File: src/rtl/alu_issue_stage.sv
// ALU issue stage: checks incoming instructions and drops illegal ones.
// Legal instructions wait in a small in-order queue and then move into
// an output register that drives the ALU operand and opcode ports.
// An instruction that arrives while both the queue and the output register
// are empty skips the queue. It appears on out_* one cycle after acceptance.
module alu_issue_stage #(
  parameter int DEPTH = 4
) (
  input  logic                   clk,
  input  logic                   rst,
  input  logic [15:0]            in_instr,
  input  logic                   in_valid,
  output logic                   in_ready,
  output logic [3:0]             out_op,
  output logic [3:0]             out_rs1,
  output logic [3:0]             out_rs2,
  output logic [3:0]             out_rs3,
  output logic                   out_valid,
  input  logic                   out_ready,
  output logic                   illegal,
  output logic [7:0]             illegal_count,
  output logic [7:0]             issue_count,
  output logic [$clog2(DEPTH):0] level
);

  localparam int AW = $clog2(DEPTH);
  localparam int LW = AW + 1;
  localparam logic [LW-1:0] DEPTH_L = LW'(DEPTH);

  logic [15:0]   mem_q [DEPTH];
  logic [AW-1:0] wr_ptr_q, wr_ptr_d;
  logic [AW-1:0] rd_ptr_q, rd_ptr_d;
  logic [LW-1:0] level_q, level_d;
  logic [15:0]   out_instr_q, out_instr_d;
  logic          out_valid_q, out_valid_d;
  logic          illegal_q, illegal_d;
  logic [7:0]    illegal_count_q, illegal_count_d;
  logic [7:0]    issue_count_q, issue_count_d;

  logic accept, op_illegal, acc_legal;
  logic out_xfer, loadable, q_empty;
  logic deq, bypass, enq;

  // Handshake decode. in_ready looks only at registered occupancy and rst,
  // never at out_ready, so a full queue stays closed for one cycle even
  // when it is being drained on the same edge.
  always_comb begin
    in_ready   = !rst && (level_q < DEPTH_L);
    accept     = in_valid && in_ready;
    op_illegal = (in_instr[15:12] >= 4'd1) && (in_instr[15:12] <= 4'd6);
    acc_legal  = accept && !op_illegal;
    out_xfer   = out_valid_q && out_ready;
    loadable   = !out_valid_q || out_xfer;
    q_empty    = (level_q == '0);
    deq        = loadable && !q_empty;
    bypass     = loadable && q_empty && acc_legal;
    enq        = acc_legal && !bypass;
  end

  // Next-state logic for the pointers, occupancy, output register and counters.
  always_comb begin
    wr_ptr_d        = wr_ptr_q;
    rd_ptr_d        = rd_ptr_q;
    level_d         = level_q;
    out_instr_d     = out_instr_q;
    out_valid_d     = out_valid_q;
    illegal_d       = accept && op_illegal;
    illegal_count_d = illegal_count_q;
    issue_count_d   = issue_count_q;

    if (enq) wr_ptr_d = wr_ptr_q + AW'(1);
    if (deq) rd_ptr_d = rd_ptr_q + AW'(1);

    case ({enq, deq})
      2'b10:   level_d = level_q + LW'(1);
      2'b01:   level_d = level_q - LW'(1);
      default: level_d = level_q;
    endcase

    // Fields keep their last value when nothing new is loaded.
    if (loadable) begin
      out_valid_d = deq || bypass;
      if (deq) begin
        out_instr_d = mem_q[rd_ptr_q];
      end else if (bypass) begin
        out_instr_d = in_instr;
      end
    end

    if (illegal_d && (illegal_count_q != 8'hFF)) illegal_count_d = illegal_count_q + 8'd1;
    if (out_xfer) issue_count_d = issue_count_q + 8'd1;
  end

  // Control and datapath registers, all cleared by synchronous reset.
  always_ff @(posedge clk) begin
    if (rst) begin
      wr_ptr_q        <= '0;
      rd_ptr_q        <= '0;
      level_q         <= '0;
      out_instr_q     <= '0;
      out_valid_q     <= 1'b0;
      illegal_q       <= 1'b0;
      illegal_count_q <= '0;
      issue_count_q   <= '0;
    end else begin
      wr_ptr_q        <= wr_ptr_d;
      rd_ptr_q        <= rd_ptr_d;
      level_q         <= level_d;
      out_instr_q     <= out_instr_d;
      out_valid_q     <= out_valid_d;
      illegal_q       <= illegal_d;
      illegal_count_q <= illegal_count_d;
      issue_count_q   <= issue_count_d;
    end
  end

  // Queue storage has no reset. Stale entries are never read, because
  // the pointers and occupancy are cleared.
  always_ff @(posedge clk) begin
    if (enq) mem_q[wr_ptr_q] <= in_instr;
  end

  assign out_op        = out_instr_q[15:12];
  assign out_rs1       = out_instr_q[11:8];
  assign out_rs2       = out_instr_q[7:4];
  assign out_rs3       = out_instr_q[3:0];
  assign out_valid     = out_valid_q;
  assign illegal       = illegal_q;
  assign illegal_count = illegal_count_q;
  assign issue_count   = issue_count_q;
  assign level         = level_q;

endmodule

File: config.mk
export PLATFORM = sky130hd
export DESIGN_NAME = alu_issue_stage
export DESIGN_NICKNAME = d
export VERILOG_FILES = /design/src/rtl/alu_issue_stage.sv
export SDC_FILE = /design/constraint.sdc
export NUM_CORES = 1
export LEC_CHECK = 0
export ABC_AREA = 1
export CAP_MARGIN = 10
export CORE_ASPECT_RATIO = 1.1
export CORE_MARGIN = 2
export CORE_UTILIZATION = 51
export CTS_CLUSTER_SIZE = 40
export DETAILED_ROUTE_END_ITERATION = 10
export PLACE_DENSITY = 0.73
export SLEW_MARGIN = 10
export SYNTH_ARGS = -nofsm -noshare
export SYNTH_HDL_FRONTEND = slang
export SYNTH_SLANG_ARGS = --single-unit
File: constraint.sdc
create_clock -name clk -period 2 [get_ports clk]
set_input_delay 0.4 -clock clk [delete_from_list [all_inputs] [get_ports clk]]
set_output_delay 0.4 -clock clk [all_outputs]
set_load 0.01 [all_outputs]
==> impl_metrics.yaml, run 1 <==
global_route:
  overflow: 0
  grt_pass1_wl_um: 17500
  grt_max_degree: 35
  track_usage_pct: 20.5
  grt_pass1_vias: 3749
  antenna_found_initial: 0
placed_design:
  gp_congestion: 0.771
  dp_hpwl_um: 7260
  port_buffers: 57
  dp.cells: 798
power_and_ir_drop:
  p_leak_nw: 2.87
  p_sw_share_pct: 35.4
  p_int_mw: 4.42
  p_seq_share_pct: 39.6
  ir_drop_v: 0.000945
  cellPowerDensity_nw_per_um2: 1090
  total_power_mw: 6.85
  clkPwrFrac_pct: 20.3
  power_switching_mw: 2.42
  pwr-share-comb_pct: 40.2
route:
  avgRoutedWirePerCell_um: 13.3
  drc_errors: 0
  vias_per_cell: 4.95
  detail-route-antenna-nets: 0
  drt_first_pass_iters: 4
  vias: 4041
  routed_wl_um: 10800
  first_iter_violations: 216
sta:
  hold-worst-slack_ps: 429
  hold_viol_final: 0
  slew_violations: 0
  tightestPinTransition_ps: 540
  max_slew_margin_pct: 64.0
  setup_viol: 0
  skew_ps: 12.8
  period_share_pct: 93.9
  fmax_ghz: 0.533
  period_needed_ps: 1880
  rsz0062_at_grt: "no"
  fin_setup_tns_ps: 0
clocking:
  clk_pin_slew_ps: 90
  cts_buffers: 9
  cts_tree: "built"
  cts_num_sinks: 107
  cts_root_buf: "clkbuf_8"
  htree_levels: 3
  cts_buffer_depth: 2
  cts_hold_repair.buffers: 0
  clock_latency_ps: 360
critical_path:
  crit_required_ps: 2240
  startpoint: "level[1]"
  crit_fanout: 3
  timing.rr.start: "level[1]"
  slowest_stage: "dfxtp_1"
  worst-setup-path-type: "flip-flop to flip-flop"
  critical_path_arrival_ps: 2120
  cp.buffers_inverters: 4
  startpoint_type: "flip-flop"
  end_kind: "flip-flop"
  crit_chain: "inv_1, nand3_2, nand2_4, inv_2, ha_4, inv_1, fa_2, inv_2, a21oi_1, o21ai_1, xor2_1, nor2_1"
  cp_slowest_stage_delay_ps: 410
  cp_top_family: "adder cells"
floorplanning:
  core-area_um2: 9890
  fp.dieArea_um2: 11000
  fp.dieH_um: 110
  start_util_pct: 52.3
  num_rows: 38
  dieWidth_um: 100
  io_pins: 58
yosys:
  synth.net_count: 638
  syn_area_um2: 5170
  syn_avg_cell_area_um2: 8.48
  yosysSeqAreaShare_pct: 53.8
  syn-instance-count: 610
  ys_seq_elements: 107
  ys_types: 32
  yosys_warnings: 0
cells_and_area:
  syn_to_final_growth_pct: 21.2
  finalNonFillerCells: 816
  fill_cells: 845
  nets: 719
  layout-drive-gt1-share_pct: 13.6
  antenna_cells: 0
  postLayoutCoreUtil_pct: 63.4
hold_path:
  hp-start: "in_instr[12]"
  hold_class: "input pin to flip-flop"
outcome:
  outcome: "finished, final reports clean"
run:
  drv_cap: 0
==> cells in the final DEF, fill, tap and decap left out, types with 2 or more instances in the layout <==
master,netlist,routed
a21oi_1,19,19
buf_4,2,32
bufinv_8,0,2
clkbuf_8,0,10
clkdlybuf4s50_1,0,51
dfxtp_1,43,42
dlygate4sd2_1,0,3
dlymetal6s2s_1,0,3
edfxtp_1,64,64
ha_1,7,6
inv_1,113,110
inv_2,4,7
inv_4,1,3
nand2_1,190,188
nand2_2,0,2
nand2_4,3,3
nand3_1,61,61
nand3_2,5,5
nand3b_1,3,3
nand4_1,2,2
nor2_1,28,28
nor2_2,12,12
nor2b_1,6,6
nor2b_4,10,10
o21ai_0,8,7
o21ai_1,1,2
xor2_1,2,2
==> cell usage after synthesis, drive strengths merged <==
| library cell | instances | area share, % |
|---|---|---|
| clkbuf | 3 | 0.22 |
| xnor2 | 1 | 0.17 |
| nand3b | 3 | 0.44 |
| edfxtp | 64 | 37 |
| xor2 | 2 | 0.34 |
| nand4 | 2 | 0.24 |
| ha | 7 | 1.7 |
| buf | 17 | 2.2 |
| nor3 | 2 | 0.29 |
| nor2b | 16 | 3.4 |
| inv | 118 | 8.6 |
| fa | 1 | 0.39 |
| nand3 | 67 | 7.2 |
| dfxtp | 43 | 17 |
| a21oi | 19 | 1.8 |
| nor2 | 41 | 3.7 |
| clkinv | 1 | 0.072 |
| nand2 | 193 | 14 |
| a31oi | 1 | 0.12 |
| o21ai | 9 | 0.87 |
==> kinds of logic (layout without fill, tap and decap cells) <==
group                    Yosys count  in the layout  synth area share, %
AND/OR/NAND/NOR                  324            324                 29.7
AO/OA/AOI/OAI                     29             29                 2.83
adder cells (fa/ha/maj)            8              8                 2.08
buffers and inverters            139            225                 11.1
XOR/XNOR                           3              3                0.508
flip-flops                       107            107                 53.8
==> worst paths after layout <==
kind              slack [ps]      endpoint  depth (start not counted)
hold reg to reg          460     flip-flop                          2
setup / recovery         120      level[2]                         12
setup reg to reg         120      level[2]                         12
hold / removal           430  mem_q[1][12]                          2
==> power groups by stage <==
stage	logic (mW)	clock network [mW]	registers, mW
2_1_floorplan	1.84	0	2.79
3_3_place_gp	2.62	0	2.75
3_5_place_dp	2.69	0	2.75
4_1_cts	2.71	1.42	2.70
5_1_grt	3.06	1.49	2.73
6_report	2.75	1.39	2.71
==> per-layer routing <==
metal	GRT usage, %	part of all wire [%]
met5	0	0
met4	7.24	1.5
met3	2.99	6.9
met2	33.9	48
met1	27.7	43
==> repair_timing <==
action / CTS / global route
resized for setup: 6 / 10
pin swaps: 4 / 3
endpoints found under the setup margin: 2 / 2
buffers inserted: 0 / 2
==> final cells by class <==
cell class | count | area [µm²] | area share [%]
Tap cell | 120 | 150 | 2.39
Clock buffer | 11 | 163 | 2.59
Inverter | 119 | 449 | 7.16
Multi-Input combinational cell | 364 | 1840 | 29.3
Sequential cell | 107 | 2780 | 44.4
Timing Repair Buffer | 90 | 835 | 13.3
Clock inverter | 5 | 52.6 | 0.838
==> flip-flops by register name (all words and copies together), names as in the netlist, named ones only <==
name,flops
illegal,1
illegal_count,8
issue_count,8
level,3
mem_q,64
out_instr_q,16
out_valid,1
rd_ptr_q,2
wr_ptr_q,2
==> per-stage QoR <==
stage,cell area (µm²),worst slack (ps)
3_5_place_dp,6010,-462
4_1_cts,6230,-22.3
5_1_grt,6270,13.4
2_1_floorplan,5170,3.14
3_3_place_gp,6010,-370
6_report,6270,122
No activity file was read; power rests on OpenSTA's default activity.
==> run 2: changes to the inputs <==
==> constraint.sdc (replaced) <==
create_clock -name clk -period 1.5 [get_ports clk]
set_input_delay 0.3 -clock clk [delete_from_list [all_inputs] [get_ports clk]]
set_output_delay 0.3 -clock clk [all_outputs]
set_load 0.01 [all_outputs]
==> impl_metrics.yaml, run 2 (synthesized netlist as in run 1, its figures left out) <==
global_route:
  grt_use_met3_pct: 3.62
  grt_pass1_vias: 3930
  grt_busiest_layer: "met2"
  grtUsageMet1_pct: 28.9
  gr-usage-met2_pct: 38.5
  overflow: 0
  track_usage_pct: 22.3
  antenna_found_initial: 0
  grt_pass1_wl_um: 18900
  grt_max_degree: 35
cells_and_area:
  layout-drive-gt1-share_pct: 19.4
  nets: 740
  top_register: "mem_q"
  finalNonFillerCells: 837
  biggestRegsByFlops: "mem_q x64, out_instr_q x16"
  final_common_cell: "nand2_1"
  antenna_cells: 0
  final_cell_mix: "nand2_1, inv_1, edfxtp_1"
  largest_reg_flops: 64
  stdcell_area_um2: 6520
  fill_cells: 827
  syn_to_final_growth_pct: 26.0
power_and_ir_drop:
  p_leak_nw: 3.12
  cellPowerDensity_nw_per_um2: 1400
  ir_drop_v: 0.00108
critical_path:
  end_kind: "flip-flop"
  reg2regPathDepth: 11
  cp_slowest_stage_delay_ps: 380
  worst-setup-path-type: "flip-flop to flip-flop"
  startpoint_type: "flip-flop"
  cp_common_cell: "inv_2"
  slowest_stage: "dfxtp_4"
  critical_path_arrival_ps: 1980
  critical_path_depth: 11
  crit_required_ps: 1760
  crit_chain: "inv_4, nand4_1, nand3_4, ha_4, inv_2, fa_2, inv_2, a21oi_2, o21ai_1, xor2_1, nor2_1"
  crit_fanout: 3
  cp.buffers_inverters: 3
  cp_top_family: "adder cells"
sta:
  fmax_ghz: 0.579
  hold-worst-slack_ps: 432
  rsz0062_at_grt: "yes"
  slew_violations: 0
  setup_viol: 68
  period_share_pct: 115
  tightestPinTransition_ps: 317
  fin_setup_tns_ps: -6720
  post-route-worst-setup-slack_ps: -227
  skew_ps: 9.46
  period_needed_ps: 1730
  max_slew_margin_pct: 78.8
  hold_viol_final: 0
hold_path:
  min_path_cells: 1
  hold_class: "input pin to flip-flop"
floorplanning:
  num_rows: 38
  io_pins: 58
  dieWidth_um: 100
  fp.dieH_um: 110
  start_util_pct: 52.3
  fp.dieArea_um2: 11000
  core-area_um2: 9890
route:
  avgRoutedWirePerCell_um: 13.6
  drc_errors: 0
  detail-route-antenna-nets: 0
  vias_per_cell: 4.78
  first_iter_violations: 198
  vias: 4002
  drt_first_pass_iters: 4
  routed_wl_um: 11400
run:
  drv_cap: 0
clocking:
  clk_pin_slew_ps: 100
  cts_buffer_depth: 2
  cts_tree: "built"
  cts_buffers: 9
  htree_levels: 3
  cts_root_buf: "clkbuf_8"
  cts_num_sinks: 107
  clock_latency_ps: 360
outcome:
  violations: "setup timing"
  outcome: "finished, violations left"
placed_design:
  port_buffers: 57
  place_area_um2: 6240
  dp.cells: 813
  dp_hpwl_um: 7540
  gp_congestion: 0.814
  preCtsSetupSlack_ps: -845
## run 2: what timing repair did
item	4_1_cts	5_1_grt
gates cloned	4	0
hold buffers	0	0
setup endpoints to repair	128	74
pin swaps	8	6
setup buffers	9	4
resized for setup	70	14
## run 2: path summary, 6_finish.rpt
| kind | slack [ps] | from | end |
|---|---|---|---|
| min | 430 | in_instr[12] | mem_q[2][12] |
| max reg2reg | -230 | level[2] | level[2] |
| max | -230 | level[2] | level[2] |
| min reg2reg | 470 | rd_ptr_q[1] | flip-flop |
## run 2: where the power goes
part	switching, mW	internal (mW)	total, mW
logic	2.21	1.70	3.91
registers	0.182	3.43	3.62
clock network	1.01	0.620	1.63
total	3.41	5.75	9.16
## run 2: layer usage
| layer | part of all wire, % | vias up |
|---|---|---|
| met3 | 5.0 | 6 |
| met2 | 50 | 83 |
| li1 | - | 2082 |
| met5 | 0 | - |
| met4 | 0.60 | 0 |
| met1 | 44 | 1831 |
## run 2: final cells by class
class,instances,area [µm²],share of cell area [%]
inverter,119,452,6.93
tap,120,150,2.30
clock inverter,7,53.8,0.825
timing repair buffer,111,1050,16.1
clock buffer,9,124,1.90
sequential,107,2800,43.0
multi-input combinational,364,1890,29.0
## run 2: through the flow
step / total power [mW] / util (%)
floorplan: 6.28 / -
global placement: 7.47 / 63.1
detailed placement: 7.59 / 63.1
CTS: 9.17 / 66.7
global route: 9.79 / 65.9
finish: 9.16 / 65.9
